File: src/rtl/vgg_acc_pkg.sv
// -----------------------------------------------------------------------------
// vgg_acc_pkg
// Shared definitions for the VGG accelerator weight-load scheduler.
//   - state_t   : controller states
//   - NUM_WORDS : 32-bit beats per layer load (4 int8 weights per beat)
//   - NUM_BATCH : batches per layer (matches the store's 3-bit batch wrap)
//   - SW_LAG    : cycles from a switch pulse to the store's 1x1 index update
// -----------------------------------------------------------------------------
package vgg_acc_pkg;

   localparam int NUM_WORDS = 200;
   localparam int NUM_BATCH = 8;
   localparam int SW_LAG    = 6;

   localparam int W_BYTE    = 8;
   localparam int LANES     = 4;
   localparam int STREAM_W  = W_BYTE * LANES;

   localparam int WCNT_W    = $clog2(NUM_WORDS + 1);
   localparam int BATCH_W   = $clog2(NUM_BATCH);
   localparam int GUARD_W   = $clog2(SW_LAG + 1);

   typedef logic signed [W_BYTE-1:0] weight_t;

   typedef enum logic [2:0] {
      IDLE  = 3'd0,
      LOAD  = 3'd1,
      RUN   = 3'd2,
      GUARD = 3'd3,
      DONE  = 3'd4
   } state_t;

endpackage

File: src/rtl/weight_load_sched_if.sv
// -----------------------------------------------------------------------------
// weight_load_sched_if
// Bundles the weight stream and the weight-store connection of the scheduler.
//   s_data/s_valid/s_ready : incoming 32-bit weight stream
//   w1..w4/w_valid         : weight writes towards the store
//   weight_ing             : store status, high while it still accepts weights
//   switch_conv33/batch_idx: batch advance pulse and current batch
// Modports: slave = scheduler side, master = stream source / store side.
// -----------------------------------------------------------------------------
interface weight_load_sched_if
   import vgg_acc_pkg::*;
   ();

   logic [STREAM_W-1:0] s_data;
   logic                s_valid;
   logic                s_ready;
   weight_t             w1;
   weight_t             w2;
   weight_t             w3;
   weight_t             w4;
   logic                w_valid;
   logic                weight_ing;
   logic                switch_conv33;
   logic [BATCH_W-1:0]  batch_idx;

   modport slave (
      input  s_data, s_valid, weight_ing,
      output s_ready, w1, w2, w3, w4, w_valid, switch_conv33, batch_idx
   );

   modport master (
      output s_data, s_valid, weight_ing,
      input  s_ready, w1, w2, w3, w4, w_valid, switch_conv33, batch_idx
   );

endinterface

File: src/rtl/wls_stream_unpack.sv
// -----------------------------------------------------------------------------
// wls_stream_unpack
// One register stage from the 32-bit weight stream to four byte lanes plus a
// write strobe, with the per-layer beat counter and s_ready generation.
//   clk, rst   : clock, synchronous active-high reset
//   clear      : restart the beat counter (layer start)
//   load_next  : controller will be in LOAD next cycle
//   s_data/s_valid/s_ready : stream handshake
//   w_lane     : byte lanes, lane 0 = s_data[7:0]
//   w_valid    : strobe, exactly one cycle after each accepted beat
//   word_cnt   : beats accepted in this layer, saturates at NUM_WORDS
// -----------------------------------------------------------------------------
module wls_stream_unpack
   import vgg_acc_pkg::*;
(
   input  logic                          clk,
   input  logic                          rst,
   input  logic                          clear,
   input  logic                          load_next,
   input  logic [STREAM_W-1:0]           s_data,
   input  logic                          s_valid,
   output logic                          s_ready,
   output logic [LANES-1:0][W_BYTE-1:0]  w_lane,
   output logic                          w_valid,
   output logic [WCNT_W-1:0]             word_cnt
);

   logic                         s_ready_reg;
   logic                         s_ready_next;
   logic                         w_valid_reg;
   logic [WCNT_W-1:0]            word_cnt_reg;
   logic [WCNT_W-1:0]            word_cnt_next;
   logic [LANES-1:0][W_BYTE-1:0] lane_reg;
   logic                         beat;

   // s_ready is only ever high below NUM_WORDS, so the increment never
   // passes the saturation point.
   assign beat = s_valid & s_ready_reg;

   always_comb begin
      word_cnt_next = word_cnt_reg;
      if (clear) begin
         word_cnt_next = '0;
      end else if (beat) begin
         word_cnt_next = word_cnt_reg + 1'b1;
      end
      // Registered ready looks ahead so it drops in the cycle right after
      // the final beat.
      s_ready_next = load_next && (word_cnt_next < WCNT_W'(NUM_WORDS));
   end

   always_ff @(posedge clk) begin
      if (rst) begin
         s_ready_reg  <= 1'b0;
         w_valid_reg  <= 1'b0;
         word_cnt_reg <= '0;
      end else begin
         s_ready_reg  <= s_ready_next;
         w_valid_reg  <= beat;
         word_cnt_reg <= word_cnt_next;
      end
   end

   // Lanes hold their last value between beats.
   for (genvar gi = 0; gi < LANES; gi++) begin : g_lane
      always_ff @(posedge clk) begin
         if (rst) begin
            lane_reg[gi] <= '0;
         end else if (beat) begin
            lane_reg[gi] <= s_data[gi*W_BYTE +: W_BYTE];
         end
      end
   end

   assign s_ready  = s_ready_reg;
   assign w_valid  = w_valid_reg;
   assign w_lane   = lane_reg;
   assign word_cnt = word_cnt_reg;

endmodule

File: src/rtl/weight_load_sched.sv
// -----------------------------------------------------------------------------
// weight_load_sched
// Sequences the on-chip weight store for one VGG conv layer pass: loads the
// weight stream into the store, then gates the conv engine batch by batch,
// pausing after each batch switch until the store's lagging 1x1 index settles.
//   clk, rst   : clock, synchronous active-high reset
//   start      : begin a layer (taken in IDLE only)
//   tile_done  : engine finished the current batch
//   run_en     : engine may compute with the current weights
//   busy       : controller not idle
//   layer_done : one-cycle completion pulse
//   err        : sticky protocol error (dropped tile_done, early store stop)
//   bus        : stream + store connection (weight_load_sched_if.slave)
// All outputs are registered.
// -----------------------------------------------------------------------------
module weight_load_sched
   import vgg_acc_pkg::*;
(
   input  logic                      clk,
   input  logic                      rst,
   input  logic                      start,
   input  logic                      tile_done,
   output logic                      run_en,
   output logic                      busy,
   output logic                      layer_done,
   output logic                      err,
   weight_load_sched_if.slave        bus
);

   state_t                       state_reg;
   state_t                       state_next;
   logic [BATCH_W-1:0]           batch_reg;
   logic [BATCH_W-1:0]           batch_next;
   logic [GUARD_W-1:0]           guard_reg;
   logic [GUARD_W-1:0]           guard_next;
   logic                         switch_reg;
   logic                         switch_next;
   logic                         run_en_reg;
   logic                         run_en_next;
   logic                         busy_reg;
   logic                         busy_next;
   logic                         layer_done_reg;
   logic                         layer_done_next;
   logic                         err_reg;
   logic                         err_next;

   logic                         clear;
   logic                         load_next;
   logic                         w_valid;
   logic [WCNT_W-1:0]            word_cnt;
   logic [LANES-1:0][W_BYTE-1:0] w_lane;
   logic                         s_ready;

   wls_stream_unpack u_unpack (
      .clk       (clk),
      .rst       (rst),
      .clear     (clear),
      .load_next (load_next),
      .s_data    (bus.s_data),
      .s_valid   (bus.s_valid),
      .s_ready   (s_ready),
      .w_lane    (w_lane),
      .w_valid   (w_valid),
      .word_cnt  (word_cnt)
   );

   always_ff @(posedge clk) begin
      if (rst) begin
         state_reg      <= IDLE;
         batch_reg      <= '0;
         guard_reg      <= '0;
         switch_reg     <= 1'b0;
         run_en_reg     <= 1'b0;
         busy_reg       <= 1'b0;
         layer_done_reg <= 1'b0;
         err_reg        <= 1'b0;
      end else begin
         state_reg      <= state_next;
         batch_reg      <= batch_next;
         guard_reg      <= guard_next;
         switch_reg     <= switch_next;
         run_en_reg     <= run_en_next;
         busy_reg       <= busy_next;
         layer_done_reg <= layer_done_next;
         err_reg        <= err_next;
      end
   end

   always_comb begin
      state_next  = state_reg;
      batch_next  = batch_reg;
      guard_next  = guard_reg;
      switch_next = 1'b0;
      err_next    = err_reg;
      clear       = 1'b0;

      case (state_reg)
         IDLE: begin
            if (start) begin
               clear = 1'b1;
               // Store already holds the weights when it is not accepting.
               state_next = bus.weight_ing ? LOAD : RUN;
            end
         end
         LOAD: begin
            if (word_cnt < WCNT_W'(NUM_WORDS)) begin
               if (!bus.weight_ing) begin
                  err_next   = 1'b1;
                  state_next = RUN;
               end
            end else if (!w_valid && !bus.weight_ing) begin
               // Final strobe is out; store has confirmed it is full.
               state_next = RUN;
            end
         end
         RUN: begin
            if (tile_done) begin
               switch_next = 1'b1;
               batch_next  = batch_reg + 1'b1;
               guard_next  = GUARD_W'(SW_LAG);
               state_next  = GUARD;
            end
         end
         GUARD: begin
            if (guard_reg == '0) begin
               // batch_reg wrapped to 0 means the last batch was just switched.
               state_next = (batch_reg == '0) ? DONE : RUN;
            end else begin
               guard_next = guard_reg - 1'b1;
            end
         end
         DONE: begin
            state_next = IDLE;
         end
         default: begin
            state_next = IDLE;
         end
      endcase

      // tile_done is only meaningful in RUN; elsewhere it is dropped.
      if (tile_done && (state_reg != RUN)) begin
         err_next = 1'b1;
      end

      run_en_next     = (state_next == RUN);
      busy_next       = (state_next != IDLE);
      layer_done_next = (state_next == DONE);
      load_next       = (state_next == LOAD);
   end

   assign bus.s_ready       = s_ready;
   assign bus.w1            = $signed(w_lane[0]);
   assign bus.w2            = $signed(w_lane[1]);
   assign bus.w3            = $signed(w_lane[2]);
   assign bus.w4            = $signed(w_lane[3]);
   assign bus.w_valid       = w_valid;
   assign bus.switch_conv33 = switch_reg;
   assign bus.batch_idx     = batch_reg;

   assign run_en     = run_en_reg;
   assign busy       = busy_reg;
   assign layer_done = layer_done_reg;
   assign err        = err_reg;

endmodule

File: src/flat_wrapper.sv
// flat-port wrapper written by rule: the top's interface ports become plain ports
module weight_load_sched_flat import vgg_acc_pkg::*;
  (clk, rst, start, tile_done, run_en, busy, layer_done, err, bus_s_data, bus_s_valid, bus_weight_ing, bus_s_ready, bus_w1, bus_w2, bus_w3, bus_w4, bus_w_valid, bus_switch_conv33, bus_batch_idx);
  weight_load_sched_if bus_i ();
  input  logic clk;
  input  logic rst;
  input  logic start;
  input  logic tile_done;
  output logic run_en;
  output logic busy;
  output logic layer_done;
  output logic err;
  input wire logic [$bits(bus_i.s_data)-1:0] bus_s_data;
  input wire logic [$bits(bus_i.s_valid)-1:0] bus_s_valid;
  input wire logic [$bits(bus_i.weight_ing)-1:0] bus_weight_ing;
  output wire logic [$bits(bus_i.s_ready)-1:0] bus_s_ready;
  output wire logic [$bits(bus_i.w1)-1:0] bus_w1;
  output wire logic [$bits(bus_i.w2)-1:0] bus_w2;
  output wire logic [$bits(bus_i.w3)-1:0] bus_w3;
  output wire logic [$bits(bus_i.w4)-1:0] bus_w4;
  output wire logic [$bits(bus_i.w_valid)-1:0] bus_w_valid;
  output wire logic [$bits(bus_i.switch_conv33)-1:0] bus_switch_conv33;
  output wire logic [$bits(bus_i.batch_idx)-1:0] bus_batch_idx;
  assign bus_i.s_data = bus_s_data;
  assign bus_i.s_valid = bus_s_valid;
  assign bus_i.weight_ing = bus_weight_ing;
  assign bus_s_ready = bus_i.s_ready;
  assign bus_w1 = bus_i.w1;
  assign bus_w2 = bus_i.w2;
  assign bus_w3 = bus_i.w3;
  assign bus_w4 = bus_i.w4;
  assign bus_w_valid = bus_i.w_valid;
  assign bus_switch_conv33 = bus_i.switch_conv33;
  assign bus_batch_idx = bus_i.batch_idx;
  weight_load_sched u_core (.clk(clk), .rst(rst), .start(start), .tile_done(tile_done), .run_en(run_en), .busy(busy), .layer_done(layer_done), .err(err), .bus(bus_i));
endmodule
File: config.mk
export PLATFORM = sky130hd
export DESIGN_NAME = weight_load_sched_flat
export DESIGN_NICKNAME = d
export VERILOG_FILES = /design/src/rtl/vgg_acc_pkg.sv /design/src/rtl/weight_load_sched_if.sv /design/src/rtl/wls_stream_unpack.sv /design/src/rtl/weight_load_sched.sv /design/src/flat_wrapper.sv
export SDC_FILE = /design/constraint.sdc
export NUM_CORES = 1
export LEC_CHECK = 0
export ABC_AREA = 1
export CAP_MARGIN = 10
export CORE_ASPECT_RATIO = 0.6
export CORE_MARGIN = 3
export CORE_UTILIZATION = 40
export DETAILED_ROUTE_END_ITERATION = 16
export PLACE_DENSITY = 0.73
export RECOVER_POWER = 25
export SLEW_MARGIN = 20
export SYNTH_ARGS = -nofsm -noshare
export SYNTH_HDL_FRONTEND = slang
export SYNTH_SLANG_ARGS = --single-unit
File: constraint.sdc
create_clock -name clk -period 3.1 [get_ports clk]
set_input_delay 0.62 -clock clk [delete_from_list [all_inputs] [get_ports clk]]
set_output_delay 0.62 -clock clk [all_outputs]
set_load 0.02 [all_outputs]
==> flow_metrics.py, run 1 <==
metrics = {
    "logic_synthesis": {
        "seq_area_frac_synth_pct": 50.2,
        "netlist_area_sq_um": 2230,
        "synth_flop_cell": "dfxtp_1",
        "syn_nets": 343,
        "synth_cell_type_count": 21,
        "synth.area.top_cells": "dfxtp_1, nor2_1, o21ai_0",
        "synth_top_area_share_pct": 50.2,
        "ys_warn_count": 0,
        "async_flop_share_pct": 0,
        "yosysTopAreaCell": "dfxtp_1",
        "synth_cells": 300,
        "synth_most_common_cell": "nor2_1",
        "synth_common_cells": "nor2_1, dfxtp_1, o21ai_0",
        "avgSynthCellArea_sq_um": 7.45,
        "ys_ff_latch": 56,
        "synth-edff-count": 0,
    },
    "routing": {
        "dr.pass1.iters": 4,
        "vias": 2103,
        "viasPerCell": 4.73,
        "wire_per_inst_um": 12.2,
        "drc": 0,
        "ant_nets": 0,
        "finalWirelength_mm": 5.41,
        "drt-initial-drc-count": 92,
    },
    "clocking": {
        "cts_setup_buffers": 0,
        "cts_buffer_depth": 2,
        "cts_buffers": 5,
        "clock-sinks": 56,
        "cts_resized": 0,
        "path_clk_slew_ps": 100,
        "clockRootBuffer": "clkbuf_8",
        "clock_latency_ps": 300,
        "htree_num_levels": 2,
        "cts_tree": "built",
        "hold_buffers": 0,
    },
    "sta": {
        "rsz0062_at_grt": "no",
        "layout_min_cycle_time_ps": 2330,
        "drv_slew": 0,
        "fmax_mhz": 429,
        "setup_viol": 0,
        "final_hold_viol_count": 0,
        "tightest_slew_ps": 1250,
        "period_share_pct": 75.1,
        "tns_ps": 0,
        "fin_skew_ps": 4.08,
        "relSlewSlack_pct": 16.5,
    },
    "worst_hold_path": {
        "hp-class": "reg -> reg",
    },
    "critical_path": {
        "cp_max_fo": 34,
        "path_cells": "dlygate4sd3_1, nand2_1, clkbuf_1, o21ai_0, nor2_1",
        "worstSetupPathType": "in -> reg",
        "startpoint_type": "input pin",
        "r2r_slack_ps": 1310,
        "end_kind": "flip-flop",
        "cp.arrival_ps": 2580,
        "critical-path-slowest-cell": "clkbuf_1",
        "worstPathRequired_ps": 3350,
        "slowest_delay_ps": 920,
        "crit_family": "buffers and inverters",
        "crit_buf_inv": 2,
    },
    "die": {
        "std_cell_rows": 20,
        "die_h_um": 63.9,
        "ios": 80,
        "start_util_pct": 42.7,
        "coreArea_sq_um": 5230,
        "fp.dieW_um": 102,
        "dieArea_sq_um": 6550,
    },
    "power": {
        "switching_power_w": 0.000426,
        "seq_power_share_pct": 51.9,
        "clockPowerShare_pct": 27.8,
        "p_leak_nw": 1.28,
        "p_int_w": 0.00109,
        "swShare_pct": 28.1,
        "pwr-share-comb_pct": 20.2,
        "total_power_w": 0.00152,
        "powerDensity_nw_per_um2": 479,
        "ir_worst_vdd_v": 0.000322,
    },
    "final_layout": {
        "fillers": 482,
        "nets": 421,
        "largest_reg_flops": 32,
        "drive_gt1_share_pct": 5.54,
        "final_area_sq_um": 3160,
        "syn2layout_area_growth_pct": 41.5,
        "antenna_cells": 0,
    },
    "placement": {
        "dpl-instance-area_sq_um": 3080,
        "place_hpwl_mm": 3.98,
        "io_buffers": 79,
        "place_congestion": 0.784,
    },
    "global_route": {
        "antenna_found_initial": 0,
        "overflow": 0,
        "grt_start_max_net_pins": 35,
        "track_usage_pct": 17.9,
        "grt_pass1_vias": 2066,
        "grt_pass1_wl_mm": 9.47,
    },
    "status": {
        "status": "finished, final reports clean",
    },
    "job": {
        "cap_violations": 0,
    },
}
[tightest hold or removal path, delay by kind of cell, from the launching register on]
kind	cells	cell delay (ps)
flip-flops	1	340
AND/OR/NAND/NOR	1	60
AO/OA/AOI/OAI	1	50
[metrics by stage]
stage | setup slack [ps] | instances | util [%] | hold slack, ps
after floorplan | 1730 | 300 | - | 458
after global placement | 825 | 437 | 58.9 | 461
after detailed placement | 744 | 437 | 58.9 | 474
after CTS | 1070 | 445 | 60.8 | 492
after global routing | 501 | 445 | 60.5 | 513
final | 771 | 445 | 60.5 | 488
[cells by family after synthesis]
kind of cell | share of synthesized area, %
simple gates | 29.2
flops | 50.2
buf+inv | 6.66
compound gates | 11.1
fa+ha+maj | 2.80
[path summary, 6_finish.rpt]
path / startpoint / end / cells past startpoint
max reg2reg: u_core.u_unpack.s_ready / u_core.u_unpack.w_lane[20] / 4
min: u_core.u_unpack.word_cnt[1] / u_core.u_unpack.word_cnt[1] / 2
min reg2reg: u_core.u_unpack.word_cnt[1] / u_core.u_unpack.word_cnt[1] / 2
max: bus_s_valid / u_core.u_unpack.w_lane[20] / 5
[final cells by class]
class                           instances  area [sq um]  share of cell area [%]
Clock buffer                            6          82.6                    2.61
Clock inverter                          2          15.0                   0.475
Inverter                               27           101                    3.20
Multi-Input combinational cell        206           951                    30.1
Sequential cell                        56          1120                    35.4
Tap cell                               66          82.6                    2.61
Timing Repair Buffer                   82           810                    25.6
[power groups by stage]
stage | Clock [W] | Sequential [W] | Combinational, W
4_1_cts | 0.000438 | 0.000788 | 0.000313
3_3_place_gp | 0 | 0.000802 | 0.000310
2_1_floorplan | 0 | 0.000846 | 0.000121
3_5_place_dp | 0 | 0.000803 | 0.000312
5_1_grt | 0.000472 | 0.000794 | 0.000341
6_report | 0.000422 | 0.000787 | 0.000307
[routing by layer]
layer,up-vias,track usage [%],wire length [um],part of all wire (%)
met3,5,8.07,551,10
li1,1111,-,-,-
met2,62,26.0,2160,40
met1,925,24.5,2660,49
met5,-,0,0,0
met4,0,3.44,38,0.70
[placed cells by master, fill, tap and decap left out, types with 3 or more instances in the layout]
cell type / count
inv_1: 24
dlygate4sd3_1: 3
clkdlybuf4s50_1: 76
o21ai_0: 37
dfxtp_1: 56
ha_1: 5
clkbuf_8: 6
nand2_1: 37
nor2_1: 84
nor2_2: 3
nand4_1: 6
nand3_1: 14
a21oi_1: 10
inv_2: 3
nand2_2: 3
Power figures use the tool's default switching activity.
==> run 2, diff against run 1 <==
==> constraint.sdc (replaced) <==
create_clock -name clk -period 2.2 [get_ports clk]
set_input_delay 0.44 -clock clk [delete_from_list [all_inputs] [get_ports clk]]
set_output_delay 0.44 -clock clk [all_outputs]
set_load 0.02 [all_outputs]
==> run 2 against run 1 <==
  * Global-route usage fell by 0.51 points
  * Routed wire length rose by 0.55%
  * Clock skew rose by 1.3 ps
  * Highest routed layer unchanged
  * Utilization rose by 0.65 points
  * Clock power rose by 68%
  * Critical path depth did not move
  * Non-clock buffer count rose by 2
  * Sequential cell count did not move
  * Sequential share of layout area fell by 0.37 points
  * Sequential power rose by 41%
==> flow_metrics.py, run 2 (synthesized netlist as in run 1, its figures left out) <==
metrics = {
    "clocking": {
        "cts_resized": 0,
        "clock_latency_ps": 300,
        "cts_setup_buffers": 0,
        "clockRootBuffer": "clkbuf_8",
        "cts_tree": "built",
        "cts_buffer_depth": 2,
        "htree_num_levels": 2,
        "hold_buffers": 0,
        "cts_buffers": 5,
        "path_clk_slew_ps": 100,
        "clock-sinks": 56,
    },
    "global_route": {
        "grt_pass1_vias": 1968,
        "overflow": 0,
        "track_usage_pct": 17.4,
        "antenna_found_initial": 0,
        "grt_start_max_net_pins": 35,
        "grt_pass1_wl_mm": 9.08,
    },
    "die": {
        "coreArea_sq_um": 5230,
        "dieArea_sq_um": 6550,
        "start_util_pct": 42.7,
        "die_h_um": 63.9,
        "fp.dieW_um": 102,
        "std_cell_rows": 20,
        "ios": 80,
    },
    "power": {
        "ir_worst_vdd_v": 0.000409,
        "powerDensity_nw_per_um2": 704,
        "total_power_w": 0.00225,
        "p_leak_nw": 1.31,
    },
    "final_layout": {
        "final_area_sq_um": 3200,
        "final_common_cell": "nor2_1",
        "largest_reg_flops": 32,
        "fillers": 459,
        "syn2layout_area_growth_pct": 43.1,
        "regArea_sq_um": 1120,
        "antenna_cells": 0,
        "multi_input_area_sq_um": 948,
        "fin_util_pct": 61.1,
        "drive_gt1_share_pct": 6.04,
        "mostFrequentLayoutCells": "nor2_1, clkdlybuf4s50_1, dfxtp_1",
        "nets": 423,
    },
    "placement": {
        "dpl-instance-area_sq_um": 3100,
        "place_hpwl_mm": 3.91,
        "io_buffers": 79,
        "place_congestion": 0.872,
    },
    "critical_path": {
        "slowest_delay_ps": 560,
        "path_cells": "dlygate4sd3_1, inv_1, clkbuf_1, nand2_1, nor3b_1",
        "critical-path-slowest-cell": "dlygate4sd3_1",
        "r2r_cells": 10,
        "end_kind": "flip-flop",
        "startpoint_type": "input pin",
        "timing.rr.start": "u_core.u_unpack.word_cnt[0]",
        "worstPathRequired_ps": 2430,
        "worstSetupPathType": "in -> reg",
        "r2r_slack_ps": 770,
        "cp_max_fo": 16,
        "reg2reg_to": "u_core.u_unpack.s_ready",
        "cp.arrival_ps": 2070,
    },
    "sta": {
        "setup_viol": 0,
        "fmax_mhz": 542,
        "tns_ps": 0,
        "period_share_pct": 83.9,
        "whs_ps": 489,
        "fin_skew_ps": 5.40,
        "relSlewSlack_pct": 61.3,
        "final_hold_viol_count": 0,
        "drv_slew": 0,
        "rsz0062_at_grt": "no",
        "layout_min_cycle_time_ps": 1840,
        "tightest_slew_ps": 580,
    },
    "routing": {
        "wire_per_inst_um": 12.2,
        "finalWirelength_mm": 5.44,
        "wl_met2_mm": 2.23,
        "viasPerCell": 4.68,
        "wl_met1_mm": 2.69,
        "vias": 2094,
        "dr.max_layer_used": "met4",
        "drt-initial-drc-count": 105,
        "ant_nets": 0,
        "dr_wl_met3_um": 477,
        "dr.pass1.iters": 6,
        "drc": 0,
    },
    "worst_hold_path": {
        "min_from": "u_core.u_unpack.w_lane[13]",
        "hp-class": "reg -> reg",
        "worstHoldPathCells": 2,
        "holdPathEnd": "u_core.u_unpack.w_lane[13]",
    },
    "status": {
        "status": "finished, final reports clean",
    },
    "job": {
        "cap_violations": 0,
    },
}
## run 2: cell types whose count changed in the layout (fill, tap and decap cells not counted)
cell,before,now
nor2_1,84,83
clkbuf_2,0,1
clkinvlp_4,2,0
nor3_1,1,2
nor2_2,3,4
nor3_2,1,0
buf_4,2,3
clkinv_4,0,1
bufinv_16,0,1
## run 2: worst max-delay path by stage
stage	from	to	slack [ps]	depth (start not counted)
3_3_place_gp	bus_s_valid	u_core.u_unpack.s_ready	400	10
2_1_floorplan	u_core.bus.batch_idx[0]	u_core.u_unpack.s_ready	930	10
6_report	rst	u_core.u_unpack.word_cnt[2]	360	5
4_1_cts	u_core.u_unpack.s_ready	bus_s_ready	380	1
5_1_grt	rst	u_core.u_unpack.word_cnt[2]	260	5
3_5_place_dp	bus_s_valid	u_core.u_unpack.s_ready	380	10
## run 2: power by group
| part | switching (W) | leakage [nW] | internal (W) |
|---|---|---|---|
| combinational | 0.000228 | 0.790 | 0.000206 |
| sequential | 0.0000341 | 0.455 | 0.00108 |
| clock | 0.000335 | 0.0614 | 0.000373 |
## run 2: metal layers
metal,track usage (%),vias to the layer above
li1,-,1113
met1,23.9,920
met2,24.6,56
met3,7.96,5
met4,4.26,0
met5,0,-
## run 2: cell type report
| type | instances | area share (%) |
|---|---|---|
| Sequential cell | 56 | 35.1 |
| Clock buffer | 6 | 2.58 |
| Tap cell | 66 | 2.58 |
| Multi-Input combinational cell | 206 | 29.7 |
| Clock inverter | 2 | 1.21 |
| Timing Repair Buffer | 84 | 25.7 |
| Inverter | 27 | 3.17 |
## run 2: critical path: cells and delay by family
family	cells	cell delay (ps)
buffers and inverters	3	1100
and+or+nand+nor	2	540
## run 2: through the flow
stage / instances / worst slack, ps
global placement: 439 / 403
CTS: 447 / 382
finish: 447 / 355
floorplan: 300 / 925
detailed placement: 439 / 377
global route: 447 / 259
==> run 3, diff against run 2 <==
==> constraint.sdc (replaced) <==
create_clock -name clk -period 1.78 [get_ports clk]
set_input_delay 0.356 -clock clk [delete_from_list [all_inputs] [get_ports clk]]
set_output_delay 0.356 -clock clk [all_outputs]
set_load 0.02 [all_outputs]
==> run 3 against run 2 <==
  * Utilization is essentially flat
  * Non-clock buffer count grew 1
  * Register-to-register slack lost 420 ps
  * Via count grew 1.5%
  * Clock skew grew 0.92 ps
  * Cell area is essentially flat
  * Setup slack lost 210 ps
  * Critical endpoint is now bus_batch_idx[0]
  * Largest cell class unchanged
  * Highest routed layer unchanged
==> flow_metrics.py, run 3 (synthesized netlist as in run 1, its figures left out) <==
metrics = {
    "power": {
        "total_power_w": 0.00261,
        "p_leak_nw": 1.32,
        "powerDensity_nw_per_um2": 817,
        "ir_worst_vdd_v": 0.000386,
    },
    "worst_hold_path": {
        "worstHoldPathCells": 2,
        "hp-class": "reg -> reg",
    },
    "sta": {
        "relSlewSlack_pct": 60.6,
        "setup_viol": 0,
        "layout_min_cycle_time_ps": 1640,
        "period_share_pct": 91.9,
        "rsz0062_at_grt": "no",
        "layout_setup_ws_ps": 145,
        "fmax_mhz": 612,
        "tightest_slew_ps": 592,
        "final_hold_viol_count": 0,
        "tns_ps": 0,
        "fin_skew_ps": 6.32,
        "drv_slew": 0,
    },
    "clocking": {
        "path_clk_slew_ps": 90,
        "htree_num_levels": 2,
        "cts_setup_buffers": 0,
        "clockRootBuffer": "clkbuf_8",
        "cts_buffer_depth": 2,
        "hold_buffers": 0,
        "cts_tree": "built",
        "cts_buffers": 5,
        "clock_latency_ps": 300,
        "cts_resized": 0,
        "clock-sinks": 56,
    },
    "global_route": {
        "overflow": 0,
        "grt_start_max_net_pins": 35,
        "grt_pass1_wl_mm": 9.07,
        "track_usage_pct": 17.4,
        "grt_pass1_vias": 1997,
        "antenna_found_initial": 0,
    },
    "die": {
        "start_util_pct": 42.7,
        "ios": 80,
        "die_h_um": 63.9,
        "dieArea_sq_um": 6550,
        "std_cell_rows": 20,
        "coreArea_sq_um": 5230,
        "fp.dieW_um": 102,
    },
    "critical_path": {
        "startpoint_type": "flip-flop",
        "cp.depth": 1,
        "critical-path-slowest-cell": "clkdlybuf4s50_1",
        "crit_buf_inv": 1,
        "cp.arrival_ps": 1280,
        "path_cells": "clkdlybuf4s50_1",
        "slowest_delay_ps": 620,
        "cp_max_fo": 3,
        "worstPathRequired_ps": 1420,
        "end_kind": "output pin",
        "worstSetupPathType": "reg -> out",
        "crit_family": "buffers and inverters",
        "r2r_cells": 10,
    },
    "placement": {
        "dp.cells": 440,
        "place_congestion": 0.869,
        "pre_cts_ws_ps": 42.7,
        "place_hpwl_mm": 4.00,
        "io_buffers": 79,
    },
    "routing": {
        "viasPerCell": 4.74,
        "drt-initial-drc-count": 94,
        "finalWirelength_mm": 5.38,
        "vias": 2125,
        "wire_per_inst_um": 12.0,
        "ant_nets": 0,
        "dr.pass1.iters": 5,
        "drc": 0,
    },
    "final_layout": {
        "final_common_cell": "nor2_1",
        "largest_reg_flops": 32,
        "antenna_cells": 0,
        "fin_cells": 448,
        "drive_gt1_share_pct": 5.24,
        "nets": 424,
        "syn2layout_area_growth_pct": 43.1,
        "fillers": 486,
        "mostFrequentLayoutCells": "nor2_1, clkdlybuf4s50_1, dfxtp_1",
    },
    "status": {
        "status": "finished, final reports clean",
    },
    "job": {
        "cap_violations": 0,
    },
}
==> run 3: cell count changes in the layout (fill, tap and decap cells not counted), moves of 2 or more <==
| cell | delta |
|---|---|
| dlygate4sd3_1 | -2 |
| clkbuf_1 | +2 |
| nor2_1 | +3 |
| nor2_2 | -3 |
| buf_12 | +2 |
==> run 3: path summary, 6_finish.rpt <==
| kind | from | endpoint | slack (ps) |
|---|---|---|---|
| max | u_core.bus.batch_idx[0] | bus_batch_idx[0] | 140 |
| min | u_core.u_unpack.w_lane[5] | u_core.u_unpack.w_lane[5] | 490 |
| max reg2reg | u_core.u_unpack.word_cnt[0] | u_core.u_unpack.s_ready | 350 |
| min reg2reg | u_core.u_unpack.w_lane[5] | u_core.u_unpack.w_lane[5] | 490 |
==> run 3: report_power, final <==
part           total (W)  internal [W]  leakage, nW  switching (W)
sequential       0.00137       0.00133        0.455      0.0000422
combinational   0.000543      0.000263        0.817       0.000280
clock           0.000698      0.000318       0.0455       0.000380
total            0.00261       0.00191         1.32       0.000702
==> run 3: layout make-up <==
cell class                      count  area, sq um  area share (%)
Clock buffer                        8         90.1            2.82
Inverter                           27          101            3.17
Multi-Input combinational cell    206          946            29.6
Sequential cell                    56         1120            35.1
Tap cell                           66         82.6            2.58
Timing Repair Buffer               85          857            26.8
==> run 3: stage by stage <==
step / cell area [sq um] / util (%) / hold slack [ps]
floorplan: 2230 / - / 458
global placement: 3130 / 59.9 / 460
detailed placement: 3130 / 59.9 / 473
CTS: 3220 / 61.6 / 492
global route: 3200 / 61.1 / 517
finish: 3200 / 61.1 / 490
==> run 3: routing by layer <==
metal	global-route usage, %	wire length [um]
met4	4.58	51
met5	0	0
met1	24.1	2690
met2	24.9	2210
met3	6.98	435
